**src/rtl/motor_ramp_ctrl.sv**
```systemverilog
// Per-motor command stage: ramps speed toward a direction/speed target, forces
// decel-to-zero plus a dead time on reversal, and never drives both enables.
module motor_ramp_ctrl #(
    parameter int unsigned RAMP_DIV    = 50000,
    parameter int unsigned STEP        = 4,
    parameter int unsigned DEAD_CYCLES = 100000
) (
    input  logic       CLK,
    input  logic       RST,
    input  logic       cmd_valid,
    input  logic [1:0] cmd_dir,
    input  logic [7:0] cmd_speed,
    input  logic       estop,
    output logic       en_dir1,
    output logic       en_dir2,
    output logic [7:0] speed,
    output logic       busy
);

    localparam int unsigned PrescW = (RAMP_DIV > 1) ? $clog2(RAMP_DIV) : 1;
    localparam int unsigned DeadW  = (DEAD_CYCLES > 1) ? $clog2(DEAD_CYCLES) : 1;

    localparam logic [PrescW-1:0] PrescMax = PrescW'(RAMP_DIV - 1);
    localparam logic [DeadW-1:0]  DeadLoad = DeadW'(DEAD_CYCLES - 1);
    localparam logic [8:0]        Step9    = 9'(STEP);

    localparam logic [1:0] DirStop = 2'b00;
    localparam logic [1:0] DirFwd  = 2'b01;
    localparam logic [1:0] DirRev  = 2'b10;
    localparam logic [1:0] DirRsvd = 2'b11;

    typedef enum logic [1:0] {StIdle, StRun, StDecel, StDead} state_e;

    state_e            state_q, state_d;
    logic [1:0]        cur_dir_q, cur_dir_d;
    logic [1:0]        tgt_dir_q, tgt_dir_d;
    logic [7:0]        tgt_speed_q, tgt_speed_d;
    logic [7:0]        speed_q, speed_d;
    logic [PrescW-1:0] presc_q;
    logic [DeadW-1:0]  dead_q, dead_d;
    logic              en1_q, en1_d;
    logic              en2_q, en2_d;
    logic              tick;

    // Free-running prescaler; only reset clears it, commands never do.
    assign tick = (presc_q == PrescMax);

    always_ff @(posedge CLK) begin
        if (RST) begin
            presc_q <= '0;
        end else if (tick) begin
            presc_q <= '0;
        end else begin
            presc_q <= presc_q + PrescW'(1);
        end
    end

    // Ramp arithmetic in 9 bits so neither direction can wrap.
    logic [8:0] sum9;
    logic [8:0] diff9;
    logic [7:0] up_to_tgt;
    logic [7:0] dn_to_tgt;
    logic [7:0] dn_to_zero;

    assign sum9       = {1'b0, speed_q} + Step9;
    assign diff9      = {1'b0, speed_q} - Step9;
    assign up_to_tgt  = (sum9 >= {1'b0, tgt_speed_q}) ? tgt_speed_q : sum9[7:0];
    assign dn_to_tgt  = (diff9[8] || (diff9[7:0] <= tgt_speed_q)) ? tgt_speed_q : diff9[7:0];
    assign dn_to_zero = diff9[8] ? 8'd0 : diff9[7:0];

    always_comb begin
        state_d     = state_q;
        cur_dir_d   = cur_dir_q;
        tgt_dir_d   = tgt_dir_q;
        tgt_speed_d = tgt_speed_q;
        speed_d     = speed_q;
        dead_d      = dead_q;

        if (estop) begin
            state_d     = StDead;
            speed_d     = 8'd0;
            dead_d      = DeadLoad;
            tgt_dir_d   = DirStop;
            tgt_speed_d = 8'd0;
        end else begin
            if (cmd_valid && (cmd_dir != DirRsvd)) begin
                tgt_dir_d   = cmd_dir;
                tgt_speed_d = cmd_speed;
            end

            // Transitions act on the registered target, one edge after the latch.
            unique case (state_q)
                StIdle: begin
                    speed_d = 8'd0;
                    if ((tgt_dir_q == DirFwd) || (tgt_dir_q == DirRev)) begin
                        cur_dir_d = tgt_dir_q;
                        state_d   = StRun;
                    end
                end
                StRun: begin
                    if (tgt_dir_q != cur_dir_q) begin
                        state_d = StDecel;
                    end else if (tick) begin
                        if (speed_q < tgt_speed_q) begin
                            speed_d = up_to_tgt;
                        end else if (speed_q > tgt_speed_q) begin
                            speed_d = dn_to_tgt;
                        end
                    end
                end
                StDecel: begin
                    if (tgt_dir_q == cur_dir_q) begin
                        state_d = StRun;
                    end else if (speed_q == 8'd0) begin
                        if (tgt_dir_q == DirStop) begin
                            state_d = StIdle;
                        end else begin
                            state_d = StDead;
                            dead_d  = DeadLoad;
                        end
                    end else if (tick) begin
                        speed_d = dn_to_zero;
                    end
                end
                StDead: begin
                    speed_d = 8'd0;
                    if (dead_q == '0) begin
                        if (tgt_dir_q == DirStop) begin
                            state_d = StIdle;
                        end else begin
                            cur_dir_d = tgt_dir_q;
                            state_d   = StRun;
                        end
                    end else begin
                        dead_d = dead_q - DeadW'(1);
                    end
                end
                default: state_d = StIdle;
            endcase
        end

        // Enables follow the next state so they switch on the same edge.
        en1_d = ((state_d == StRun) || (state_d == StDecel)) && (cur_dir_d == DirFwd);
        en2_d = ((state_d == StRun) || (state_d == StDecel)) && (cur_dir_d == DirRev);
    end

    always_ff @(posedge CLK) begin
        if (RST) begin
            state_q     <= StIdle;
            cur_dir_q   <= DirStop;
            tgt_dir_q   <= DirStop;
            tgt_speed_q <= 8'd0;
            speed_q     <= 8'd0;
            dead_q      <= '0;
            en1_q       <= 1'b0;
            en2_q       <= 1'b0;
        end else begin
            state_q     <= state_d;
            cur_dir_q   <= cur_dir_d;
            tgt_dir_q   <= tgt_dir_d;
            tgt_speed_q <= tgt_speed_d;
            speed_q     <= speed_d;
            dead_q      <= dead_d;
            en1_q       <= en1_d;
            en2_q       <= en2_d;
        end
    end

    assign en_dir1 = en1_q;
    assign en_dir2 = en2_q;
    assign speed   = speed_q;
    assign busy    = (state_q == StDecel) || (state_q == StDead) ||
                     ((state_q == StRun) && (speed_q != tgt_speed_q));

endmodule

```
**config.mk**
```make
export PLATFORM = sky130hd
export DESIGN_NAME = motor_ramp_ctrl
export DESIGN_NICKNAME = d
export VERILOG_FILES = /design/src/rtl/motor_ramp_ctrl.sv
export SDC_FILE = /design/constraint.sdc
export NUM_CORES = 1
export LEC_CHECK = 0
export ABC_AREA = 1
export ABC_CLOCK_PERIOD_IN_PS = 4400
export CORE_AREA = 5 5 89 91
export CTS_CLUSTER_SIZE = 12
export DETAILED_ROUTE_END_ITERATION = 10
export DIE_AREA = 0 0 94 96
export GPL_ROUTABILITY_DRIVEN = 0
export GPL_TIMING_DRIVEN = 0
export HOLD_SLACK_MARGIN = 0.06
export MAX_ROUTING_LAYER = met4
export PLACE_DENSITY = 0.79
export SKIP_LAST_GASP = 1
export SYNTH_ARGS = -nofsm -noshare
export SYNTH_HDL_FRONTEND = slang
export SYNTH_SLANG_ARGS = --single-unit
```
**constraint.sdc**
```tcl
create_clock -name CLK -period 4.4 [get_ports CLK]
set_clock_uncertainty 0.05 [all_clocks]
set_input_delay 1.32 -clock CLK [delete_from_list [all_inputs] [get_ports CLK]]
set_output_delay 1.32 -clock CLK [all_outputs]
set_load 0.02 [all_outputs]
```
==> impl_results.md <==
* Status: completed
* Antenna Nets Post-Route at 0
* GRT Residual Overflow at 0
* CP Class: flop to primary output
* Final HPWL DP at 7850 µm
* Die X at 94 µm
* CP Capture Type: primary output
* WHS Endpoint: presc_q[0]
* Final setup violation count at 0
* Vias at 4220
* Worst r2r dst: speed[2]
* Fin. max-slew vios at 0
* Arr. time, crit path at approximately 2700 ps
* CTS buffer count at 9
* Met1 usage at 28.3%
* Initial cell density of the core at 57.8%
* Worst Tran Pin Value at 872 ps
* Die ar. at 0.00902 mm²
* CTS max path bufs at 2
* Rel. slew slack at 41.3%
* Leak at 2.06 nW
* Syn Inst Count at 628
* Hold path startpoint: presc_q[0]
* Placed cell area at 0.00445 mm²
* Root Driver: clkbuf_8
* Layout filler cell count at 656
* Routed wire length at 10100 µm
* Row count at 31
* Initial antenna violation count at 0
* CP Cell Sequence: inv_1 -> ha_1 -> nor2_1 -> and3_1 -> o21ai_0 -> clkdlybuf4s50_1
* Largest net degree at the start of global routing at 11
* RSZ-0062 raised after global routing: false
* Die Ht at 96 µm
* Synth-to-Final Area Change at 13.7%
* Final Hold Fails at 0
* H-tree lvl count at 3
* CP Max Fanout at 7
* Syn Std Cell Area at ~0.0041 mm²
* CTS tree: yes
* Global Route met2 Usage at 42.8%
* First-pass GRT wire length at 17500 µm
* Syn_nets at 671
* # DRC at 0
* Most common cell after layout, fill and taps aside: nand2_1
* CP required at 3030 ps
* Period minus WS final at 4020 ps
* Max incr delay on CP at 650 ps
* R2R depth at 16
* CP max-delay cell: clkdlybuf4s50_1
* CTS resizes at 0
* FF-to-FF setup slack at 1440 ps
* Worst min-delay path category: flop to flop
* Avg Inst Size Synth at 6.50 µm²
* Total Nets Final at 706
* Vias per Instance at 5.50
* Iter 0 DRT Violations at 219
* CTS clk-pin slew, worst paths at 70 ps
* Sum of negative setup slack at 0 ps
* DRT Pass-1 Iters at 4
* # port buffers at 24
* CP startpoint kind: flop
* Register area share after synthesis at 28.0%
* Post-CTS Setup Bufs at 0
* Most frequent cells in the layout: 146 x nand2_1, 75 x inv_1, 66 x nor2_1
* Fin area at approximately 0.0046 mm²
* Reg2reg start: speed[2]
* # IOs at 25
* Register bit total from synthesis at 57
* Max-Cap Viols at 0
* Met3 usage at 3.91%
* YS warnings at 0
* Total track usage at approximately a quarter
* Power Density at 377 mW/mm²
* Vias in the first global route at 3977
* Share of layout cells above drive strength 1 at 8.08%
* Gr busiest metal: met2
* Core Area at 0.00706 mm²
* Hold path depth at 1
* Antenna Cells at 0
* Clk_lat worst skew at 350 ps
* Hold_buf cts at 0
* Avg WL per Cell at approximately 13 µm
* Sink Count at 57
* Max VDD drop at 0.000229 V
* Maximum clock rate at 249 MHz
* Post-synthesis cell type count at 41
* Tcrit/Tclk final at 91.4%
## flip-flops by register name (all words and copies together) (netlist names)
name and flops:
en_dir2 1, cur_dir_q 2, tgt_speed_q 8, presc_q 16
dead_q 17, en_dir1 1, speed 8, state_q 2
tgt_dir_q 2
## metrics by stage
| step | hold WS [ps] | utilization [%] | cells | power [mW] | setup slack (ps) |
|---|---|---|---|---|---|
| finish | 399 | 65.8 | 767 | 1.75 | 376 |
| global route | 422 | 65.8 | 767 | 1.88 | 284 |
| CTS | 403 | 65.8 | 767 | 1.75 | 342 |
| detailed placement | 389 | 63.0 | 751 | 1.25 | 727 |
| global placement | 382 | 63.0 | 751 | 1.23 | 778 |
| floorplan | 368 | - | 628 | 1.09 | 1270 |
## how the worst max path moves through the flow
stage	from	end	slack, ps	cells after the start
after floorplan	speed[2]	busy	1270	5
after global placement	speed[2]	busy	780	6
after detailed placement	speed[2]	busy	730	6
after CTS	speed[2]	busy	340	6
after global routing	speed[2]	busy	280	6
final	speed[2]	busy	380	6
## logic make-up (layout without fill, tap and decap cells)
family                     count (synthesis)  after routing  synth area share [%]
buffers and inverters                     96            136                  9.60
DFF                                       57             57                  28.0
AOI/OAI and AO/OA                        101            101                  13.2
xor gates and xnor gates                  13             13                  2.79
adders and majority gates                 29             29                  8.89
and+or+nand+nor                          332            332                  37.6
## layout make-up
| cell class | instances | area (µm²) | share of cell area [%] |
|---|---|---|---|
| timing repair buffer | 24 | 240 | 5.18 |
| multi-input combinational | 475 | 2550 | 54.9 |
| buffer | 13 | 80.1 | 1.73 |
| clock buffer | 11 | 141 | 3.05 |
| inverter | 83 | 312 | 6.71 |
| tap | 99 | 124 | 2.67 |
| sequential | 57 | 1140 | 24.6 |
| clock inverter | 5 | 55.1 | 1.19 |
## routing by layer
layer,vias up,wire (µm)
met5,-,0
met4,0,291
met3,25,518
met2,108,5010
met1,1950,4320
li1,2137,-
## worst max-delay path, delay by kind of cell, from the launching register on
kind,cells,cell delay [ps]
buffers and inverters,2,860
DFF,1,510
adders and majority gates,1,420
and+or+nand+nor,2,280
AOI/OAI and AO/OA,1,230
## where the power goes
part	leakage [nW]	internal, mW	switching (mW)
clock network	0.0953	0.275	0.220
logic	1.50	0.243	0.443
registers	0.466	0.543	0.0288
total	2.06	1.06	0.691
## Yosys cell counts, drive strengths merged
| master | n | area (µm²) |
|---|---|---|
| o211a | 1 | 10.0 |
| clkinv | 1 | 3.75 |
| nor3b | 4 | 30.0 |
| buf | 6 | 53.8 |
| a21oi | 54 | 270 |
| o21ai | 37 | 189 |
| nand4 | 22 | 144 |
| a211oi | 1 | 7.51 |
| o21bai | 2 | 15.0 |
| a31oi | 2 | 12.5 |
| nand2 | 154 | 608 |
| and3 | 1 | 6.26 |
| nand3b | 3 | 22.5 |
| inv | 82 | 308 |
| xor2 | 9 | 78.8 |
| xnor2 | 4 | 35.0 |
| nor4 | 1 | 6.26 |
| nor3 | 7 | 40.0 |
| a311oi | 1 | 8.76 |
| nand3 | 60 | 328 |
| ha | 29 | 363 |
| dfxtp | 57 | 1140 |
| or2 | 7 | 43.8 |
| nor2 | 73 | 307 |
| clkbuf | 7 | 26.3 |
| o41ai | 1 | 8.76 |
| a21o | 2 | 15.0 |
No activity file was read; power rests on OpenSTA's default activity.
